--- src/rtl/spi_baud_generator_pkg.sv ---
// Shared definitions for the SPI baud generator: mode encodings, divisor width
// and the divisor computation.
package spi_pkg;

    localparam int DIV_W_DEF = 12;

    typedef enum logic [1:0] {
        SPI_RUN  = 2'b00,
        SPI_WAIT = 2'b01,
        SPI_STOP = 2'b10
    } spi_mode_t;

    // Divisor = (sppr+1) << (spr+1); the shift amount is widened so spr=7 shifts by 8.
    function automatic logic [DIV_W_DEF-1:0] baud_div(input logic [2:0] sppr,
                                                      input logic [2:0] spr);
        logic [DIV_W_DEF-1:0] base;
        base = {{(DIV_W_DEF-3){1'b0}}, sppr} + {{(DIV_W_DEF-1){1'b0}}, 1'b1};
        return base << ({1'b0, spr} + 4'd1);
    endfunction

endpackage

--- src/rtl/spi_baud_generator_half_counter.sv ---
// Half-period counter for the SPI baud generator: counts up to half-1, then wraps,
// flagging the terminal cycle (tc) and the cycle before it (tc_m1).
module spi_half_counter #(
    parameter int W = 12
) (
    input  logic         clk,
    input  logic         rst_n,
    input  logic         clear,
    input  logic         enable,
    input  logic [W-1:0] half,
    output logic [W-1:0] count,
    output logic         tc,
    output logic         tc_m1
);

    localparam logic [W-1:0] ONE  = {{(W-1){1'b0}}, 1'b1};
    localparam logic [W-1:0] TWO  = {{(W-2){1'b0}}, 2'b10};
    localparam logic [W-1:0] ZERO = {W{1'b0}};

    logic [W-1:0] count_r;

    // A count at or beyond half-1 (divisor shrunk mid-half) is treated as terminal.
    assign tc    = (count_r >= (half - ONE));
    assign tc_m1 = (half == ONE) ? (count_r == ZERO) : (count_r == (half - TWO));
    assign count = count_r;

    // Half-period count: cleared while idle, wraps at terminal count.
    always_ff @(posedge clk or negedge rst_n) begin
        if (!rst_n) begin
            count_r <= ZERO;
        end else if (clear) begin
            count_r <= ZERO;
        end else if (enable) begin
            if (tc) begin
                count_r <= ZERO;
            end else begin
                count_r <= count_r + ONE;
            end
        end else begin
            count_r <= count_r;
        end
    end

endmodule

--- src/rtl/spi_baud_generator.sv ---
// SPI baud generator: divides PCLK into sclk and produces edge-timing strobes.
// Optional macro SPI_BAUD_SHADOW_EN: divisor settings only reload between transfers.
module spi_baud_generator
    import spi_pkg::*;
#(
    parameter int DIV_W = DIV_W_DEF
) (
    input  logic             PCLK,
    input  logic             PRESETn,
    input  logic [1:0]       spi_mode,
    input  logic             spiswai,
    input  logic [2:0]       sppr,
    input  logic [2:0]       spr,
    input  logic             cpol,
    input  logic             cphase,
    input  logic             ss,
    output logic             sclk,
    output logic             flag_low,
    output logic             flag_high,
    output logic             flags_low,
    output logic             flags_high,
    output logic [DIV_W-1:0] baudratedivisor
);

    logic             active_s;
    logic [2:0]       sel_sppr_s;
    logic [2:0]       sel_spr_s;
    logic [DIV_W-1:0] div_s;
    logic [DIV_W-1:0] half_s;
    logic [DIV_W-1:0] count_s;
    logic             tc_s;
    logic             tc_m1_s;
    logic             sclk_r;
    logic             unused_s;

    assign active_s = !ss && ((spi_mode == SPI_RUN) ||
                              ((spi_mode == SPI_WAIT) && !spiswai));

`ifdef SPI_BAUD_SHADOW_EN
    logic [2:0] sppr_r;
    logic [2:0] spr_r;

    // Shadow divisor settings, reloaded only between transfers.
    always_ff @(posedge PCLK or negedge PRESETn) begin
        if (!PRESETn) begin
            sppr_r <= 3'd0;
            spr_r  <= 3'd0;
        end else if (!active_s) begin
            sppr_r <= sppr;
            spr_r  <= spr;
        end else begin
            sppr_r <= sppr_r;
            spr_r  <= spr_r;
        end
    end

    assign sel_sppr_s = sppr_r;
    assign sel_spr_s  = spr_r;
`else
    assign sel_sppr_s = sppr;
    assign sel_spr_s  = spr;
`endif

    assign div_s           = DIV_W'(baud_div(sel_sppr_s, sel_spr_s));
    assign half_s          = div_s >> 1;
    assign baudratedivisor = div_s;

    spi_half_counter #(.W(DIV_W)) u_half_counter (
        .clk    (PCLK),
        .rst_n  (PRESETn),
        .clear  (!active_s),
        .enable (active_s),
        .half   (half_s),
        .count  (count_s),
        .tc     (tc_s),
        .tc_m1  (tc_m1_s)
    );

    // Serial clock: parked at cpol while idle, toggles at each terminal count.
    always_ff @(posedge PCLK or negedge PRESETn) begin
        if (!PRESETn) begin
            sclk_r <= 1'b0;
        end else if (!active_s) begin
            sclk_r <= cpol;
        end else if (tc_s) begin
            sclk_r <= ~sclk_r;
        end else begin
            sclk_r <= sclk_r;
        end
    end

    assign sclk = sclk_r;

    // Strobes are gated by reset so they drop immediately when PRESETn asserts.
    assign flag_low   = PRESETn && active_s && tc_s    && !sclk_r;
    assign flag_high  = PRESETn && active_s && tc_s    &&  sclk_r;
    assign flags_low  = PRESETn && active_s && tc_m1_s && !sclk_r;
    assign flags_high = PRESETn && active_s && tc_m1_s &&  sclk_r;

    // cphase only steers strobe selection downstream; count is internal status.
    assign unused_s = ^{cphase, count_s};

endmodule
--- config.mk ---
export PLATFORM = sky130hd
export DESIGN_NAME = spi_baud_generator
export DESIGN_NICKNAME = d
export VERILOG_FILES = /design/src/rtl/spi_baud_generator_pkg.sv /design/src/rtl/spi_baud_generator_half_counter.sv /design/src/rtl/spi_baud_generator.sv
export SDC_FILE = /design/constraint.sdc
export NUM_CORES = 1
export LEC_CHECK = 0
export ABC_CLOCK_PERIOD_IN_PS = 12000
export CAP_MARGIN = 10
export CORE_ASPECT_RATIO = 1.25
export CORE_MARGIN = 10
export CORE_UTILIZATION = 32
export CTS_CLUSTER_DIAMETER = 50
export CTS_CLUSTER_SIZE = 40
export DETAILED_ROUTE_END_ITERATION = 8
export DONT_BUFFER_PORTS = 1
export MAX_ROUTING_LAYER = met4
export SYNTH_ARGS = -nofsm -noshare
export SYNTH_HDL_FRONTEND = slang
export SYNTH_HIERARCHICAL = 1
export SYNTH_SLANG_ARGS = --single-unit
--- constraint.sdc ---
create_clock -name PCLK -period 12 [get_ports PCLK]
set_clock_uncertainty 0.1 [all_clocks]
set_input_delay 1.2 -clock PCLK [delete_from_list [all_inputs] [get_ports PCLK]]
set_output_delay 1.2 -clock PCLK [all_outputs]
set_load 0.005 [all_outputs]
==> metrics, run 1 <==
status=completed; final setup fails=0; Placeable Area=5900 um2; Slew HR=0.413; DRC violations left=0; Post-Synth Simple-Gate Area=0.343; actual slew at the worst max-slew pin=880 ps; CP max FO=16; Avg WL per Cell=15.0 um; layout cells sized above 1=0.0593; Layout Cells excl Fill=335; Port Buf Inserts=0; Final #Nets=288; count leader, synth=nor2_1; Die H=108 um; fin util=0.354; post-synthesis mux area share=0.0235; Synth Area in Adders=0.127; HP Class=register to register; Final Cycle Share=0.578; sequential fraction of the synthesis area=0.165; Peak VDD IR=0.0356 mV; Yosys reg bits=13; Leakage Power=0.889 nW; WP data required=10700 ps; Clock Latency Late Sink=250 ps; initial core utilization=0.335; H-Tree Depth=1; fin crit period=6940 ps; crit path DAT=5640 ps; vias per cell=5.52; final hold vios=0; cells after synthesis=257; CTS Hold Bufs=0; largest net degree at the start of global routing=24; gp weighted congestion=0.824; die area=9730 um2; Slew Limit Fails=0; Avg Cell Area, Syn=7.68 um2; vias in the first global route=1745; fraction of registers with async set/reset=1.00; Netlist cell types=52; Starting DRT DRC Count=78; hold slack=498 ps; Critical Path End Type=primary output; TritonCTS clock tree=built; Synth Cell Area=1970 um2; io pins=31; TritonCTS buffer count=3; area leader, netlist=dfrtp_1; Primary FF master, synth=dfrtp_1; die width=90.2 um; Synth Area in Compound Gates=0.188; top cells by count, synth=nor2_1, ha_1, nand2_1; clk slew on worst S/H paths=60 ps; final worst slack=5060 ps; gr usage total=0.104; final instance area=2090 um2; remaining global-route overflow=0; routed wire length=5030 um; post-route ant nets=0; Area Overhead vs Synth=5.77%; Diodes inserted=0; number of flops mapped to enable cells by yosys=0; # fillers=644; post-cts sizing count=0; top cells by area, synth=dfrtp_1, ha_1, xnor2_1; TritonRoute pass-1 iters=4; DP Cell Count=331; final setup TNS=0 ps; largest family of logic cells by synthesized area=simple AND/OR/NAND/NOR gates; total power=0.161 mW; crit start category=input port; dpl hpwl=3900 um; Setup Buffers After CTS=0; Max Cap Violations=0; Area after DPL=2040 um2; RSZ-0062 raised after global routing=false; XOR/XNOR Fraction of Synth Area=0.107; CTS Sinks=13; Worst Setup Path Type=input port to primary output; CTS root buf=clkbuf_8; CTS max path bufs=2; Synth warnings=6; first-pass GRT wire length=8450 um; initial antenna violation count=0; via count=1848; pre-CTS setup slack=5080 ps; share of Yosys cell area claimed by the top area cell type=0.165; row count=31; fmax=144 MHz; power per cell area=77.0 nW/um2
## cells by family after synthesis
| kind of cell | count (synthesis) |
|---|---|
| XOR/XNOR | 24 |
| AND/OR/NAND/NOR | 120 |
| adder cells (fa/ha/maj) | 20 |
| buffers and inverters | 21 |
| AO/OA/AOI/OAI | 54 |
| other | 1 |
| flip-flops | 13 |
| multiplexers | 4 |
## worst max-delay path, stage by stage
cell,delay [ps]
ha_1,410
inv_1,150
nand2_1,60
a32oi_1,340
nor2_1,200
inv_1,160
ha_1,230
nor3b_1,610
nand2_1,180
nor3_1,230
nand2_1,100
xor2_1,160
ha_1,320
nand3_1,80
nand2_1,50
a21o_1,200
a211oi_4,520
inv_1,170
and4_1,250
## layout by cell type, fill, tap and decap left out, types with 3 or more instances in the layout
| cell | n |
|---|---|
| xor2_1 | 10 |
| ha_1 | 20 |
| dfrtp_1 | 13 |
| a21oi_1 | 11 |
| o21ai_0 | 13 |
| nand3_1 | 15 |
| nor3b_1 | 8 |
| nand2b_1 | 8 |
| nor3_1 | 10 |
| nand2_1 | 18 |
| and3_1 | 9 |
| clkbuf_8 | 3 |
| a21o_1 | 4 |
| nand4b_1 | 3 |
| and4_1 | 3 |
| nand4_1 | 8 |
| conb_1 | 3 |
| a22oi_1 | 3 |
| xnor2_1 | 14 |
| inv_1 | 9 |
| nor4_1 | 5 |
| nor2_1 | 23 |
| o22ai_1 | 3 |
## registers in the layout, indices dropped and copies added (netlist names)
signal,cells
u_half_counter/count,12
sclk,1
## final cells by class
class	count	area (um2)	area share
clock buffers	4	45.0	0.0216
well taps	82	103	0.0492
repair buffers	2	15.0	0.00719
multi-input cells	225	1570	0.750
flip-flops and latches	13	325	0.156
inverters	9	33.8	0.0162
## power breakdown
part	switching [mW]	total (mW)	internal [mW]	leakage, nW
registers	0.000598	0.0448	0.0442	0.179
logic	0.0452	0.0755	0.0303	0.687
clock network	0.0168	0.0403	0.0235	0.0228
total	0.0626	0.161	0.0981	0.889
## worst paths after layout
check / from / endpoint / slack (ps) / cells past startpoint
worst max-delay path: spr[0] / flag_high / 5060 / 19
worst min-delay path: u_half_counter/count[0]$_DFFE_PN0P_ / u_half_counter/count[0]$_DFFE_PN0P_ / 500 / 2
worst max register to register: u_half_counter/count[0]$_DFFE_PN0P_ / u_half_counter/count[8]$_DFFE_PN0P_ / 9240 / 8
worst min register to register: u_half_counter/count[0]$_DFFE_PN0P_ / u_half_counter/count[0]$_DFFE_PN0P_ / 500 / 2
max in group asynchronous: PRESETn / u_half_counter/count[2]$_DFFE_PN0P_ / 11190 / 0
min in group asynchronous: PRESETn / u_half_counter/count[6]$_DFFE_PN0P_ / 540 / 0
## layer usage
layer / GRT usage / vias to the layer above / share of wire
li1: - / 936 / -
met1: 0.114 / 866 / 0.43
met2: 0.181 / 39 / 0.50
met3: 0.0286 / 7 / 0.066
met4: 0.0319 / 0 / 0.011
met5: - / - / 0
Note: power is estimated with default switching activity, not from simulation.
==> inputs of run 2 (changes only) <==
--- a/config.mk
+++ b/config.mk
@@ -5,7 +5,7 @@
 export SDC_FILE = /design/constraint.sdc
 export NUM_CORES = 1
 export LEC_CHECK = 0
-export ABC_CLOCK_PERIOD_IN_PS = 12000
+export ABC_CLOCK_PERIOD_IN_PS = 7000
 export CAP_MARGIN = 10
 export CORE_ASPECT_RATIO = 1.25
 export CORE_MARGIN = 10
==> constraint.sdc (replaced) <==
create_clock -name PCLK -period 7 [get_ports PCLK]
set_clock_uncertainty 0.1 [all_clocks]
set_input_delay 0.7 -clock PCLK [delete_from_list [all_inputs] [get_ports PCLK]]
set_output_delay 0.7 -clock PCLK [all_outputs]
set_load 0.005 [all_outputs]
==> metrics, run 2 (synthesis results as in run 1) <==
clk slew on worst S/H paths=60 ps (about the same); CTS max path bufs=2 (unchanged); Diodes inserted=0 (unchanged); die width=90.2 um (unchanged); final instance area=2090 um2 (+0.36%); most frequent cells in the layout=nor2_1, ha_1, nand2_1, nand3_1, xnor2_1; CTS root buf=clkbuf_8; remaining global-route overflow=0 (unchanged); crit start category=input port; CTS Sinks=13 (unchanged); Worst Setup Path Type=input port to primary output; reg2reg setup slack=4230 ps (-5010 ps); Leakage Power=0.894 nW (+0.61%); post-route ant nets=0 (unchanged); H-Tree Depth=1 (unchanged); Critical Path End Type=primary output; Slew Limit Fails=0 (unchanged); status=completed; final setup TNS=0 ps (unchanged); routed wire length=5240 um (+4.2%); dpl hpwl=4030 um (+3.2%); RSZ-0062 raised after global routing=false; Final #Nets=289 (+0.35%); Peak VDD IR=0.0751 mV (+110%); final hold vios=0 (unchanged); Setup Buffers After CTS=0 (unchanged); Area Overhead vs Synth=6.15%; DRC violations left=0 (unchanged); Final Cycle Share=0.845; io pins=31 (unchanged); WP data required=6200 ps (-4500 ps); Clock Latency Late Sink=240 ps (about the same); post-cts sizing count=0 (unchanged); row count=31 (unchanged); layout cells sized above 1=0.0630 (+0.00370); initial core utilization=0.335 (unchanged); final setup fails=0 (unchanged); TritonRoute pass-1 iters=4 (unchanged); max FFs per register=12 (unchanged); gr usage total=0.107 (+0.00253); TritonCTS clock tree=built; vias in the first global route=1845 (+5.7%); Die H=108 um (unchanged); Slew HR=0.412 (-0.000933); power per cell area=131 nW/um2 (+70%); Crit-path slowest cell=nor3b_1; Avg WL per Cell=15.6 um (+3.9%); fmax=169 MHz; Area after DPL=2050 um2 (+0.37%); actual slew at the worst max-slew pin=882 ps (+1.40 ps); Port Buf Inserts=0 (unchanged); vias per cell=5.62 (+1.9%); commonest non-fill, non-tap cell in the layout=nor2_1; CTS Hold Bufs=0 (unchanged); TritonCTS buffer count=3 (unchanged); largest net degree at the start of global routing=24 (unchanged); first-pass GRT wire length=8740 um (+3.5%); Max Cap Violations=0 (unchanged); fin crit period=5920 ps; Placeable Area=5900 um2 (unchanged); die area=9730 um2 (unchanged); crit-path cells=ha_1 -> inv_1 -> nand2_1 -> a32oi_1 -> nor2_1 -> inv_1 -> ha_1 -> nor3b_1 -> nand2_1 -> nor3_1 -> nand3_1 -> xor2_1 -> ha_1 -> nand4_1 -> nor3_1 -> a211oi_4 -> inv_1 -> and4_1; crit path DAT=5120 ps (-520 ps); CP max stage delay=600 ps (about the same); initial antenna violation count=0 (unchanged); via count=1889 (+2.2%); CP max FO=16 (unchanged); Starting DRT DRC Count=80 (+2.6%); HP Class=input port to async pin; gp weighted congestion=0.804 (-2.5%)
## run 2: changes by cell type in the layout (fill, tap and decap cells not counted), sizes merged
cell	change
buf	+1
## run 2: routing by layer
metal,up-vias,wire length (um),track usage
met5,-,0,-
met4,0,8,0.0125
met3,2,371,0.0279
met2,49,2590,0.196
met1,899,2270,0.116
li1,939,-,-
## run 2: power by group
part           leakage [nW]  internal, mW  switching (mW)
Sequential            0.179        0.0759         0.00102
Combinational         0.692        0.0521          0.0783
Clock                0.0228        0.0401          0.0264
## run 2: worst max-delay path: cells and delay by family
kind	cells	cell delay, ps
compound gates	2	940
buf+inv	3	490
xor+xnor	1	160
fa+ha+maj	3	930
simple gates	9	1880
## run 2: area by class of cell
class | count | area (um2)
flip-flops and latches | 13 | 325
well taps | 82 | 103
fillers | 653 | 3800
inverters | 9 | 33.8
multi-input cells | 225 | 1570
repair buffers | 3 | 22.5
clock buffers | 4 | 45.0
## run 2: stage by stage
| stage | total power [mW] | std cells | worst slack, ps | hold slack (ps) | utilization |
|---|---|---|---|---|---|
| 4_1_cts | 0.276 | 336 | 1100 | 49.5 | 0.355 |
| 5_1_grt | 0.297 | 336 | 722 | 38.3 | 0.355 |
| 3_5_place_dp | 0.208 | 332 | 1100 | 305 | 0.348 |
| 3_3_place_gp | 0.206 | 332 | 1160 | 305 | 0.348 |
| 2_1_floorplan | 0.185 | 259 | 1960 | 304 | - |
| 6_report | 0.274 | 336 | 1080 | 52.0 | 0.355 |
## run 2: final timing paths
check | start | depth (start not counted) | to
min | PRESETn | 0 | sclk$_DFFE_PN0P_
min reg2reg | u_half_counter/count[0]$_DFFE_PN0P_ | 2 | u_half_counter/count[0]$_DFFE_PN0P_
max | spr[0] | 18 | flag_high
min in group PCLK | u_half_counter/count[0]$_DFFE_PN0P_ | 2 | u_half_counter/count[0]$_DFFE_PN0P_
max in group asynchronous | PRESETn | 0 | u_half_counter/count[8]$_DFFE_PN0P_
max reg2reg | u_half_counter/count[0]$_DFFE_PN0P_ | 8 | u_half_counter/count[11]$_DFFE_PN0P_
==> inputs of run 3 (changes only) <==
--- a/config.mk
+++ b/config.mk
@@ -5,7 +5,7 @@
 export SDC_FILE = /design/constraint.sdc
 export NUM_CORES = 1
 export LEC_CHECK = 0
-export ABC_CLOCK_PERIOD_IN_PS = 7000
+export ABC_CLOCK_PERIOD_IN_PS = 5500
 export CAP_MARGIN = 10
 export CORE_ASPECT_RATIO = 1.25
 export CORE_MARGIN = 10
==> constraint.sdc (replaced) <==
create_clock -name PCLK -period 5.5 [get_ports PCLK]
set_clock_uncertainty 0.1 [all_clocks]
set_input_delay 0.55 -clock PCLK [delete_from_list [all_inputs] [get_ports PCLK]]
set_output_delay 0.55 -clock PCLK [all_outputs]
set_load 0.005 [all_outputs]
==> metrics, run 3 (synthesis results as in run 1) <==
status=completed; Placeable Area=5900 um2 (unchanged); TritonCTS clock tree=built; dpl hpwl=4070 um (+1.2%); initial core utilization=0.335 (unchanged); io pins=31 (unchanged); post-route ant nets=0 (unchanged); CP max stage delay=410 ps (-190 ps); vias in the first global route=1836 (-0.49%); Port Buf Inserts=0 (unchanged); gr usage total=0.109 (+0.00192); max FFs per register=12 (unchanged); Slew Limit Fails=0 (unchanged); final setup fails=0 (unchanged); clk slew on worst S/H paths=50 ps (about the same); Critical Path End Type=primary output; largest net degree at the start of global routing=24 (unchanged); H-Tree Depth=1 (unchanged); Final #Nets=297 (+2.8%); layout cells sized above 1=0.0954 (+0.0324); vias per cell=5.52 (-1.8%); power per cell area=164 nW/um2 (+25%); Setup Buffers After CTS=0 (unchanged); final hold vios=0 (unchanged); CTS root buf=clkbuf_8; remaining global-route overflow=0 (unchanged); fin crit period=4940 ps; row count=31 (unchanged); routed wire length=5220 um (-0.42%); die area=9730 um2 (unchanged); Peak VDD IR=0.0941 mV (+25%); commonest non-fill, non-tap cell in the layout=nor2_1; Clock Latency Late Sink=240 ps (about the same); Slew HR=0.442 (+0.0302); CTS Sinks=13 (unchanged); Final Cycle Share=0.899; via count=1899 (+0.53%); crit path DAT=4290 ps (-830 ps); HP Class=input port to register; Die H=108 um (unchanged); Diodes inserted=0 (unchanged); Area Overhead vs Synth=9.64%; final setup TNS=0 ps (unchanged); final worst slack=557 ps (-525 ps); pre-CTS setup slack=302 ps (-802 ps); reg2reg setup slack=2930 ps (-1300 ps); most frequent cells in the layout=nor2_1, ha_1, nand2_1, nand3_1, xnor2_1; RSZ-0062 raised after global routing=false; WP data required=4850 ps (-1350 ps); Crit-path slowest cell=ha_1; actual slew at the worst max-slew pin=837 ps (-45.4 ps); # fillers=623 (-4.6%); initial antenna violation count=0 (unchanged); TritonRoute pass-1 iters=6 (+2); first-pass GRT wire length=8870 um (+1.4%); Starting DRT DRC Count=52 (-35%); Worst Setup Path Type=input port to primary output; DRC violations left=0 (unchanged); gp weighted congestion=0.857 (+6.6%); Max Cap Violations=0 (unchanged); CP max FO=16 (unchanged); crit start category=input port; fmax=202 MHz; CTS max path bufs=2 (unchanged); Avg WL per Cell=15.2 um (-2.7%); crit-path cells=ha_1 -> inv_1 -> nand2_1 -> a32oi_1 -> nor2_1 -> inv_1 -> ha_1 -> nor3b_2 -> nand2_1 -> nor3_1 -> nand3_1 -> xor2_1 -> ha_1 -> nand4_1 -> nor3_1 -> a211oi_4 -> inv_1 -> nor3b_1; TritonCTS buffer count=3 (unchanged); Leakage Power=0.939 nW (+5.1%); die width=90.2 um (unchanged)
-- run 3: cell count changes in the layout (fill, tap and decap cells not counted) --
cell           change
nor3b_2            +1
clkinv_2           +1
nor3b_1            -1
dlygate4sd3_1      +1
clkbuf_1           -1
buf_4              +7
-- run 3: worst paths after layout --
path                                                     startpoint                              endpoint  depth (start not counted)
min in group asynchronous                                   PRESETn   u_half_counter/count[5]$_DFFE_PN0P_                          1
worst min-delay path                                           cpol                      sclk$_DFFE_PN0P_                          2
worst max-delay path                                         spr[0]                              flag_low                         18
worst min register to register  u_half_counter/count[0]$_DFFE_PN0P_   u_half_counter/count[0]$_DFFE_PN0P_                          2
worst max register to register  u_half_counter/count[0]$_DFFE_PN0P_  u_half_counter/count[11]$_DFFE_PN0P_                          9
max in group asynchronous                                   PRESETn  u_half_counter/count[10]$_DFFE_PN0P_                          1
-- run 3: final cells by class --
| cell class | count | area [um2] | area share |
|---|---|---|---|
| Timing Repair Buffer | 11 | 85.1 | 0.0393 |
| Tap cell | 82 | 103 | 0.0474 |
| Multi-Input combinational cell | 225 | 1570 | 0.726 |
| Clock inverter | 1 | 5.00 | 0.00231 |
| Clock buffer | 3 | 41.3 | 0.0191 |
| Sequential cell | 13 | 325 | 0.150 |
| Inverter | 9 | 33.8 | 0.0156 |
-- run 3: worst max-delay path: cells and delay by family --
kind / cells / cell delay (ps)
and+or+nand+nor: 9 / 1770
adders and majority gates: 3 / 940
AOI/OAI and AO/OA: 2 / 460
buffers and inverters: 3 / 400
xor gates and xnor gates: 1 / 160
-- run 3: metal layers --
layer  wire, um  share of wire  vias to the layer above  track usage
met1       2310           0.44                      918        0.123
met5          0              0                        -            -
met2       2620           0.50                       28        0.195
met4          0              0                        0       0.0125
met3        287          0.055                        0       0.0251
li1           -              -                      953            -
-- run 3: where the power goes --
group,internal [mW],leakage [nW],switching [mW]
combinational,0.0723,0.735,0.102
clock,0.0499,0.0255,0.0334
sequential,0.0965,0.179,0.00131
total,0.219,0.939,0.136
-- run 3: through the flow --
stage	cells	area, um2	total power, mW	hold WS [ps]	utilization
detailed placement	339	2100	0.270	155	0.357
CTS	344	2160	0.359	375	0.366
global route	344	2160	0.389	373	0.367
global placement	339	2100	0.268	155	0.357
floorplan	259	1980	0.235	154	-
finish	344	2160	0.355	377	0.367
-- run 3: what timing repair did --
item                                    CTS  global route
hold buffers                              1             0
endpoints found under the setup margin    0             2
hold endpoints to repair                 13             0
gates resized for setup                   0             1
